$ cat config.mk
export PLATFORM = sky130hd
export DESIGN_NAME = ysyx_store_queue_flat
export DESIGN_NICKNAME = d
export VERILOG_FILES = /design/src/rtl/ysyx_sq_pkg.sv /design/src/rtl/cm_store_if.sv /design/src/rtl/ysyx_sq_fwd.sv /design/src/rtl/ysyx_store_queue.sv /design/src/flat_wrapper.sv
export SDC_FILE = /design/constraint.sdc
export NUM_CORES = 1
export LEC_CHECK = 0
export CORE_MARGIN = 4
export CORE_UTILIZATION = 45
export CTS_CLUSTER_DIAMETER = 30
export CTS_CLUSTER_SIZE = 10
export DETAILED_ROUTE_END_ITERATION = 8
export GPL_TIMING_DRIVEN = 0
export MAX_ROUTING_LAYER = met4
export PLACE_DENSITY_LB_ADDON = 0.15
export SETUP_SLACK_MARGIN = 0.5
export SYNTH_ARGS = -nofsm -noshare
export SYNTH_HDL_FRONTEND = slang
export SYNTH_SLANG_ARGS = --single-unit
export TNS_END_PERCENT = 100
$ cat constraint.sdc
create_clock -name clock -period 7 [get_ports clock]
set_clock_uncertainty 0.2 [all_clocks]
set_input_delay 1.05 -clock clock [delete_from_list [all_inputs] [get_ports clock]]
set_output_delay 1.05 -clock clock [all_outputs]
set_load 0.005 [all_outputs]
$ cat src/rtl/ysyx_sq_pkg.sv
// Shared types, size codes and strobe helper for the committed-store queue.
// Forwarding is optional via YSYX_SQ_FORWARD_EN; both builds use these definitions.
`ifndef YSYX_XLEN
`define YSYX_XLEN 32
`endif
package ysyx_sq_pkg;
  localparam int SQ_XLEN = `YSYX_XLEN;

  localparam logic [1:0] SZ_BYTE = 2'b00;
  localparam logic [1:0] SZ_HALF = 2'b01;
  localparam logic [1:0] SZ_WORD = 2'b10;

  typedef enum logic [1:0] {IDLE, REQ, RESP} sq_state_t;

  typedef struct packed {
    logic [SQ_XLEN-1:0] waddr;
    logic [SQ_XLEN-1:0] wdata;
    logic [3:0]         wstrb;
  } sq_entry_t;

  function automatic logic [3:0] sq_strb(input logic [1:0] size, input logic [1:0] off);
    logic [3:0] base;
    case (size)
      SZ_BYTE: base = 4'b0001;
      SZ_HALF: base = 4'b0011;
      default: base = 4'b1111;
    endcase
    return base << off;
  endfunction
endpackage

$ cat src/rtl/cm_store_if.sv
// Commit-stage store channel: one retired store per cycle when valid && store.
`ifndef YSYX_XLEN
`define YSYX_XLEN 32
`endif
interface cm_store_if #(parameter int XLEN = `YSYX_XLEN);
  logic            valid;
  logic            store;
  logic [4:0]      alu;
  logic [XLEN-1:0] sq_waddr;
  logic [XLEN-1:0] sq_wdata;

  modport in  (input  valid, store, alu, sq_waddr, sq_wdata);
  modport out (output valid, store, alu, sq_waddr, sq_wdata);
endinterface

$ cat src/rtl/ysyx_sq_fwd.sv
// Combinational youngest-match search over queued stores; forwards on full cover,
// otherwise flags a conflict. Only built when YSYX_SQ_FORWARD_EN is defined.
module ysyx_sq_fwd import ysyx_sq_pkg::*; #(
  parameter int SQ_SIZE = 4,
  parameter int PW      = $clog2(SQ_SIZE)
) (
  input  sq_entry_t          i_entries [SQ_SIZE],
  input  logic [SQ_SIZE-1:0] i_valid,
  input  logic [PW-1:0]      i_tail,
  input  logic               i_ld_valid,
  input  logic [SQ_XLEN-1:0] i_ld_waddr,
  input  logic [3:0]         i_ld_strb,
  output logic               o_conflict,
  output logic               o_fwd_hit,
  output logic [SQ_XLEN-1:0] o_fwd_data
);
  logic               w_found;
  logic [PW-1:0]      w_idx;
  logic [PW-1:0]      w_sel;
  logic [3:0]         w_sel_strb;
  logic               w_cover;
  logic [SQ_XLEN-1:0] w_mask;

  // Walk backwards from the tail so the first hit is the youngest store.
  always_comb begin
    w_found = 1'b0;
    w_sel   = '0;
    w_idx   = '0;
    for (int k = 1; k <= SQ_SIZE; k++) begin
      w_idx = i_tail - PW'(k);
      if (!w_found && i_valid[w_idx] && (i_entries[w_idx].waddr == i_ld_waddr) &&
          |(i_entries[w_idx].wstrb & i_ld_strb)) begin
        w_found = 1'b1;
        w_sel   = w_idx;
      end
    end
  end

  assign w_sel_strb = i_entries[w_sel].wstrb;
  assign w_cover    = (w_sel_strb & i_ld_strb) == i_ld_strb;

  always_comb begin
    w_mask = '0;
    for (int b = 0; b < 4; b++) w_mask[8*b +: 8] = {8{w_sel_strb[b]}};
  end

  assign o_fwd_hit  = i_ld_valid && w_found && w_cover;
  assign o_conflict = i_ld_valid && w_found && !w_cover;
  assign o_fwd_data = o_fwd_hit ? (i_entries[w_sel].wdata & w_mask) : '0;
endmodule

$ cat src/rtl/ysyx_store_queue.sv
// Committed-store FIFO draining in order to memory; enqueue-to-mem_wvalid 2 cycles, refuses stores when full.
// Load lookup flags overlap with pending stores; YSYX_SQ_FORWARD_EN adds youngest-match forwarding.
`ifndef YSYX_XLEN
`define YSYX_XLEN 32
`endif
module ysyx_store_queue import ysyx_sq_pkg::*; #(
  parameter int SQ_SIZE = 4,
  parameter int XLEN    = `YSYX_XLEN
) (
  input  logic            clock,
  input  logic            reset,
  cm_store_if.in          cm,
  output logic            sq_ready,
  output logic            sq_empty,
  output logic            mem_wvalid,
  input  logic            mem_wready,
  output logic [XLEN-1:0] mem_waddr,
  output logic [XLEN-1:0] mem_wdata,
  output logic [3:0]      mem_wstrb,
  input  logic            mem_bvalid,
  input  logic            ld_valid,
  input  logic [XLEN-1:0] ld_addr,
  input  logic [4:0]      ld_alu,
  output logic            ld_conflict,
  output logic            ld_fwd_hit,
  output logic [XLEN-1:0] ld_fwd_data
);
  localparam int PW = $clog2(SQ_SIZE);
  localparam logic [PW:0]   FULL  = (PW+1)'(SQ_SIZE);
  localparam logic [PW:0]   ONE_C = (PW+1)'(1);
  localparam logic [PW-1:0] ONE_P = PW'(1);

  sq_entry_t     r_entries [SQ_SIZE];
  logic [PW-1:0] r_head;
  logic [PW-1:0] r_tail;
  logic [PW:0]   r_count;
  sq_state_t     r_state;
  logic          r_wvalid;
  sq_entry_t     r_req;

  logic               w_enq;
  logic               w_deq;
  sq_entry_t          w_new;
  logic [SQ_SIZE-1:0] w_valid;
  logic [XLEN-1:0]    w_ld_waddr;
  logic [3:0]         w_ld_strb;
  logic               w_unused;

  assign sq_ready = (r_count != FULL);
  assign sq_empty = (r_count == '0) && (r_state == IDLE);
  assign w_enq    = cm.valid && cm.store && sq_ready;
  assign w_deq    = (r_state == RESP) && mem_bvalid;
  assign w_unused = ^{cm.alu[4:2], ld_alu[4:2]};

  assign w_new.waddr = {cm.sq_waddr[XLEN-1:2], 2'b00};
  assign w_new.wdata = cm.sq_wdata << {cm.sq_waddr[1:0], 3'b000};
  assign w_new.wstrb = sq_strb(cm.alu[1:0], cm.sq_waddr[1:0]);

  always_ff @(posedge clock) begin
    if (w_enq) r_entries[r_tail] <= w_new;
  end

  always_ff @(posedge clock) begin
    if (reset) begin
      r_head  <= '0;
      r_tail  <= '0;
      r_count <= '0;
    end else begin
      if (w_enq) r_tail <= r_tail + ONE_P;
      if (w_deq) r_head <= r_head + ONE_P;
      case ({w_enq, w_deq})
        2'b10:   r_count <= r_count + ONE_C;
        2'b01:   r_count <= r_count - ONE_C;
        default: r_count <= r_count;
      endcase
    end
  end

  // Head stays counted until its response; RESP hands the next entry straight to REQ.
  always_ff @(posedge clock) begin
    if (reset) begin
      r_state  <= IDLE;
      r_wvalid <= 1'b0;
      r_req    <= '0;
    end else begin
      case (r_state)
        IDLE: if (r_count != '0) begin
          r_state  <= REQ;
          r_wvalid <= 1'b1;
          r_req    <= r_entries[r_head];
        end
        REQ: if (mem_wready) begin
          r_state  <= RESP;
          r_wvalid <= 1'b0;
        end
        RESP: if (mem_bvalid) begin
          if (r_count > ONE_C) begin
            r_state  <= REQ;
            r_wvalid <= 1'b1;
            r_req    <= r_entries[r_head + ONE_P];
          end else begin
            r_state  <= IDLE;
          end
        end
        default: r_state <= IDLE;
      endcase
    end
  end

  assign mem_wvalid = r_wvalid;
  assign mem_waddr  = r_req.waddr;
  assign mem_wdata  = r_req.wdata;
  assign mem_wstrb  = r_req.wstrb;

  always_comb begin
    w_valid = '0;
    for (int i = 0; i < SQ_SIZE; i++) w_valid[i] = {1'b0, PW'(i) - r_head} < r_count;
  end

  assign w_ld_waddr = {ld_addr[XLEN-1:2], 2'b00};
  assign w_ld_strb  = sq_strb(ld_alu[1:0], ld_addr[1:0]);

`ifdef YSYX_SQ_FORWARD_EN
  ysyx_sq_fwd #(.SQ_SIZE(SQ_SIZE)) u_fwd (
    .i_entries  (r_entries),
    .i_valid    (w_valid),
    .i_tail     (r_tail),
    .i_ld_valid (ld_valid),
    .i_ld_waddr (w_ld_waddr),
    .i_ld_strb  (w_ld_strb),
    .o_conflict (ld_conflict),
    .o_fwd_hit  (ld_fwd_hit),
    .o_fwd_data (ld_fwd_data)
  );
`else
  logic w_match;
  always_comb begin
    w_match = 1'b0;
    for (int i = 0; i < SQ_SIZE; i++) begin
      if (w_valid[i] && (r_entries[i].waddr == w_ld_waddr) && |(r_entries[i].wstrb & w_ld_strb))
        w_match = 1'b1;
    end
  end
  assign ld_conflict = ld_valid && w_match;
  assign ld_fwd_hit  = 1'b0;
  assign ld_fwd_data = '0;
`endif
endmodule

$ cat src/flat_wrapper.sv
// flat-port wrapper written by rule: the top's interface ports become plain ports
module ysyx_store_queue_flat import ysyx_sq_pkg::*;
#(
  parameter int SQ_SIZE = 4,
  parameter int XLEN    = `YSYX_XLEN
)
  (clock, reset, sq_ready, sq_empty, mem_wvalid, mem_wready, mem_waddr, mem_wdata, mem_wstrb, mem_bvalid, ld_valid, ld_addr, ld_alu, ld_conflict, ld_fwd_hit, ld_fwd_data, cm_valid, cm_store, cm_alu, cm_sq_waddr, cm_sq_wdata);
  cm_store_if #(.XLEN(XLEN)) cm_i ();
  input  logic clock;
  input  logic reset;
  output logic sq_ready;
  output logic sq_empty;
  output logic mem_wvalid;
  input  logic mem_wready;
  output logic [XLEN-1:0] mem_waddr;
  output logic [XLEN-1:0] mem_wdata;
  output logic [3:0] mem_wstrb;
  input  logic mem_bvalid;
  input  logic ld_valid;
  input  logic [XLEN-1:0] ld_addr;
  input  logic [4:0] ld_alu;
  output logic ld_conflict;
  output logic ld_fwd_hit;
  output logic [XLEN-1:0] ld_fwd_data;
  input wire logic [$bits(cm_i.valid)-1:0] cm_valid;
  input wire logic [$bits(cm_i.store)-1:0] cm_store;
  input wire logic [$bits(cm_i.alu)-1:0] cm_alu;
  input wire logic [$bits(cm_i.sq_waddr)-1:0] cm_sq_waddr;
  input wire logic [$bits(cm_i.sq_wdata)-1:0] cm_sq_wdata;
  assign cm_i.valid = cm_valid;
  assign cm_i.store = cm_store;
  assign cm_i.alu = cm_alu;
  assign cm_i.sq_waddr = cm_sq_waddr;
  assign cm_i.sq_wdata = cm_sq_wdata;
  ysyx_store_queue #(.SQ_SIZE(SQ_SIZE), .XLEN(XLEN)) u_core (.clock(clock), .reset(reset), .cm(cm_i), .sq_ready(sq_ready), .sq_empty(sq_empty), .mem_wvalid(mem_wvalid), .mem_wready(mem_wready), .mem_waddr(mem_waddr), .mem_wdata(mem_wdata), .mem_wstrb(mem_wstrb), .mem_bvalid(mem_bvalid), .ld_valid(ld_valid), .ld_addr(ld_addr), .ld_alu(ld_alu), .ld_conflict(ld_conflict), .ld_fwd_hit(ld_fwd_hit), .ld_fwd_data(ld_fwd_data));
endmodule
==> results.toml, run 1 <==
[run_status]
status = "complete, no violations"

[floorplan]
die_width_um = 202.0
num_rows = 70
core_area_um2 = 36870
dieArea_um2 = 40800
die-height_um = 202.0
start_util = 0.4592
ios = 218

[synth]
synthArstFlopShare = 0
yosys_warnings = 0
synth_edf_count = 264
synth_area_um2 = 16930
synth_largest_area_cell = "edfxtp_1"
yosysUniqueCellTypes = 42
synthTopCellsByCount = "edfxtp_1 (264), mux4_2 (132), xor2_1 (114)"
yosys.area.top_type_share = 0.4682
ys.flop_type = "edfxtp_1"
post-synth-top-count-cell = "edfxtp_1"
yosys_register_bits = 342
synth_area_leaders = "edfxtp_1 (47%), mux4_2 (18%), dfxtp_1 (9.2%)"
synth_area_per_cell_um2 = 14.96
netlist_instances = 1132
seq_area_frac_synth = 0.5604

[worst_setup_path]
crit_path_max_fanout = 4
cp.arrival_ns = 4.06
critical_path_class = "in -> out"
start_kind = "input pin"
required_ns = 5.75
endpoint_kind = "primary output"

[timing]
slew_violations = 0
timing.slew.headroom = 0.3292
hold_viol = 0
worst_pin_slew_ns = 0.9970
period_share = 0.7584
hold_ws_ns = 0.2942
rsz0062_at_grt = "false"
tns_ns = 0
report.final.setup_viol = 0
fmax_ghz = 0.1884
fin_ws_ns = 1.691
period_needed_ns = 5.309

[clock_network]
clkLatencyLatePin_ns = 0.59
hold_buffers = 0
cts_tree = "built"
cts.repair.resized = 0
post-cts-setup-buffer-count = 0
cts_buffer_depth = 3
cts_buffers = 76
htree_levels = 3
clkTransAtPathRegs_ns = 0.04
cts.sink_count = 342
root_buffer = "clkbuf_16"

[finish]
drive_gt1_frac = 0.2380
multi_input_area_um2 = 6865
regArea_um2 = 9489
final_area_um2 = 22210
syn_to_final_growth_pct = 31.14
fin_nets = 1546
n_fill_cell = 2882

[placement]
dpl_cell_area_um2 = 19530
place_congestion = 0.9092
pre_cts_ws_ns = 1.773
hpwl_um = 33620
port-buffer-count = 172

[flow_run]
maxCapViolCount = 0

[detailed_routing]
drt_iter0_drc = 1063
firstDrtPassIters = 5
num_vias = 11540
ant_nets = 0
routed_via_density = 5.799
drc = 0
routed_wl_um = 49320
wl_per_cell_um = 24.78

[power]
vdd_drop_max_mv = 0.1763
power_leakage_uw = 0.007769
powerDensity_nw_per_um2 = 304.7

[hold_path]
hold_class = "reg -> reg"

[global_route]
antenna_found_initial = 3
grt_pass1_wl_um = 73020
grt_pass1_vias = 11727
grt.total_usage = 0.2447
grt-ovfl-total = 0
grt_max_degree = 51
## cell families (layout without fill, tap and decap cells)
group           Yosys count  after routing  share of synthesized area
mux                     154            154                     0.1886
compound gates          191            191                    0.08291
flops                   342            342                     0.5604
other cells               1             38                  0.0002215
simple gates            179            179                    0.05084
buf+inv                 126            443                    0.04227
fa+ha+maj                13             13                   0.009606
xor+xnor                126            126                    0.06517
## through the flow
step | util | power [µW] | cells
after global placement | 0.5265 | 3139 | 1842
after floorplan | - | 2763 | 1166
after CTS | 0.6020 | 6808 | 1987
after detailed placement | 0.5295 | 3153 | 1846
final | 0.6022 | 6766 | 1990
after global routing | 0.6022 | 7008 | 1990
## sequential cells by signal, indices dropped and copies added (netlist names), named ones only
name               flops
u_core.mem_waddr      30
u_core.mem_wdata      32
u_core.mem_wstrb       4
u_core.mem_wvalid      1
u_core.r_count         3
u_core.r_entries     264
u_core.r_head          2
u_core.r_state         2
u_core.r_tail          2
## path summary, 6_finish.rpt
| check | startpoint | to | slack (ns) | cells after the start |
|---|---|---|---|---|
| max | ld_addr[19] | ld_conflict | 1.69 | 7 |
| min | u_core.mem_wdata[6] | u_core.mem_wdata[6] | 0.29 | 2 |
| max reg2reg | u_core.r_count[0] | u_core.r_entries[1][50] | 4.09 | 7 |
| min reg2reg | u_core.mem_wdata[6] | u_core.mem_wdata[6] | 0.29 | 2 |
## placed cells by master, fill, tap and decap left out, drive strengths merged, types with 2 or more instances in the layout
cell type        n
clkdlybuf4s50  172
nor4            32
clkinvlp         3
nor2            91
o211ai           5
ha              13
a22oi           66
mux2i           22
bufinv          10
o22a             8
inv             16
a21oi           18
nand2           12
nor3             2
nand2b           4
nand3            5
conb            35
dfxtp           78
a211oi          80
diode            3
o21ai            9
xor2           114
and2            13
mux4           132
clkinv          24
clkbuf         125
xnor2           12
nor2b           11
nand4            4
edfxtp         264
and2b            3
buf             93
## layer usage
layer | vias to the layer above | GRT usage | wire (µm)
li1 | 5044 | - | -
met1 | 5866 | 0.3245 | 20630
met2 | 553 | 0.3810 | 23490
met3 | 77 | 0.05856 | 4215
met4 | 0 | 0.07031 | 979
met5 | - | - | 0
## cell type report
class / instances / area share
inverter: 9 / 0.001521
multi-input combinational: 698 / 0.3092
clock buffer: 97 / 0.09393
clock inverter: 44 / 0.02643
timing repair buffer: 176 / 0.08215
buffer: 117 / 0.03071
antenna: 3 / 0.0003381
tap: 504 / 0.02840
sequential: 342 / 0.4273
## critical path, stage by stage
cell	delay, ns
clkdlybuf4s50_1	0.52
xor2_1	0.21
nor4_1	0.88
o211ai_1	0.24
nor4_1	0.36
o41a_1	0.26
clkdlybuf4s50_1	0.54
## power by group
group          switching, µW  internal (µW)
Clock                   1150           2490
Combinational            382            358
Sequential              68.4           2310
Total                   1600           5160
(Power assumes the default switching activity.)
==> inputs of run 2 (changes only) <==
==> constraint.sdc (replaced) <==
create_clock -name clock -period 4.8 [get_ports clock]
set_clock_uncertainty 0.2 [all_clocks]
set_input_delay 0.72 -clock clock [delete_from_list [all_inputs] [get_ports clock]]
set_output_delay 0.72 -clock clock [all_outputs]
set_load 0.005 [all_outputs]
==> run 2 against run 1 <==
Compared with the run above:
- core utilization rose by 0.29 points
- hold slack about the same
- sequential share of layout area fell by 0.20 points
- sequential power rose by 46%
- register-to-register slack got worse by 2.2 ns
- critical path type unchanged
- critical endpoint unchanged
==> results.toml, run 2 (same netlist as run 1, synthesis figures left out) <==
[run_status]
status = "complete, no violations"

[global_route]
grt_pass1_wl_um = 73190
grt_max_degree = 51
grt_pass1_vias = 11739
antenna_found_initial = 3
grtUsageMet1 = 0.3260
grt.total_usage = 0.2452
busiest_layer = "met2"
grtUsageMet3 = 0.05695
grt_use_met2 = 0.3821
grt-ovfl-total = 0

[timing]
fmax_ghz = 0.2519
slew_violations = 0
period_share = 0.8271
worst_pin_slew_ns = 0.8467
timing.slew.headroom = 0.4296
hold_ws_ns = 0.2942
fin_ws_ns = 0.8301
rsz0062_at_grt = "false"
report.final.setup_viol = 0
period_needed_ns = 3.970
hold_viol = 0

[worst_setup_path]
crit_chain = "clkdlybuf4s50_1, xor2_1, nor4_4, o211ai_1, nor4_1, o41a_1, dlymetal6s2s_1"
endpoint_kind = "primary output"
slowest_stage = "clkdlybuf4s50_1"
r2r_end = "u_core.r_entries[1][55]"
r2r_cells = 7
max_stage_delay_ns = 0.61
crit_buf_inv = 2
required_ns = 3.88
cp.arrival_ns = 3.05
start_kind = "input pin"
reg2reg_setup_slack_ns = 1.88
critical_path_class = "in -> out"
path_delay_family = "simple AND/OR/NAND/NOR gates"
timing.rr.start = "u_core.r_count[0]"
crit_path_max_fanout = 4

[finish]
top_register = "u_core.r_entries"
largest_register_ffs = 264
fin_nets = 1546
final_area_um2 = 22310
syn_to_final_growth_pct = 31.77
layout_commonest_cell = "edfxtp_1"
instances_no_fill = 1990
drive_gt1_frac = 0.2441
final_cell_mix = "edfxtp_1 (264), clkdlybuf4s50_1 (171), mux4_2 (132), xor2_1 (114), nor2_1 (91)"

[flow_run]
maxCapViolCount = 0

[clock_network]
hold_buffers = 0
clkLatencyLatePin_ns = 0.59
root_buffer = "clkbuf_16"
clkTransAtPathRegs_ns = 0.04
htree_levels = 3
post-cts-setup-buffer-count = 0
cts_buffer_depth = 3
cts_tree = "built"
cts.sink_count = 342
cts_buffers = 76

[power]
sw_frac_of_total = 0.2378
p_sw_uw = 2349
seq_power_share = 0.351
powerDensity_nw_per_um2 = 442.9
vdd_drop_max_mv = 0.2585
power_leakage_uw = 0.007800
intPower_uw = 7532
p_total_uw = 9882
power_frac_clock = 0.538
p_comb_frac = 0.110

[hold_path]
hold_class = "reg -> reg"
min-delay-start = "u_core.mem_wdata[6]"
worstHoldPathCells = 2
hold_end = "u_core.mem_wdata[6]"

[detailed_routing]
routed_wl_um = 49500
firstDrtPassIters = 5
num_vias = 11569
wl_per_cell_um = 24.88
drc = 0
drt_iter0_drc = 1145
routed_via_density = 5.814
ant_nets = 0

[floorplan]
start_util = 0.4592
num_rows = 70
ios = 218
core_area_um2 = 36870
dieArea_um2 = 40800
die_width_um = 202.0
die-height_um = 202.0

[placement]
dpl_cell_area_um2 = 19530
place_congestion = 0.9092
pre_cts_ws_ns = 0.2334
hpwl_um = 33620
dp.cells = 1846
port-buffer-count = 172
## run 2: how the worst max path moves through the flow
| stage | startpoint | slack (ns) | end | cells past startpoint |
|---|---|---|---|---|
| detailed placement | ld_addr[17] | 0.23 | ld_conflict | 7 |
| floorplan | u_core.r_count[0] | 1.40 | u_core.r_entries[0][0] | 6 |
| global route | u_core.r_head[1] | 0.79 | ld_conflict | 10 |
| finish | ld_addr[17] | 0.83 | ld_conflict | 7 |
| global placement | cm_valid | -0.56 | u_core.r_entries[3][27] | 4 |
| CTS | u_core.r_head[1] | 0.51 | ld_conflict | 11 |
## run 2: layer usage
layer,vias to the layer above,share of wire
met5,-,0
met3,78,0.087
met2,574,0.48
li1,5042,-
met4,0,0.020
met1,5875,0.41
## run 2: cell type report
type / count / area (µm²)
diodes: 3 / 7.507
plain buffers: 117 / 705.7
clock buffers: 97 / 2086
clock inverters: 44 / 586.8
fillers: 2876 / 14560
inverters: 9 / 33.78
multi-input cells: 698 / 6945
flip-flops and latches: 342 / 9489
well taps: 504 / 630.6
repair buffers: 176 / 1827
## run 2: power by group through the flow
stage	Sequential, µW	Clock, µW	Combinational [µW]
global route	3490	5570	1170
finish	3470	5320	1090
CTS	3470	5370	1090
detailed placement	3520	0	1080
floorplan	3510	0	520
global placement	3520	0	1050
## run 2: metrics by stage
stage	TNS (ns)	util
after floorplan	0	-
after global placement	-141.98	0.5265
after detailed placement	0	0.5295
after CTS	0	0.6034
after global routing	0	0.6051
final	0	0.6051
## run 2: worst min-delay path, cell delays in order (launching register included)
cell and delay [ns]:
dfxtp_1 0.30, nor2_1 0.09, a211oi_1 0.05
## run 2: repair_timing
item | 4_1_cts | 5_1_grt
endpoints found under the setup margin | 1 | 1
resized for setup | 9 | 10
cloned | 0 | 0
pin swaps | 2 | 2
endpoints found under the hold margin | 0 | 0
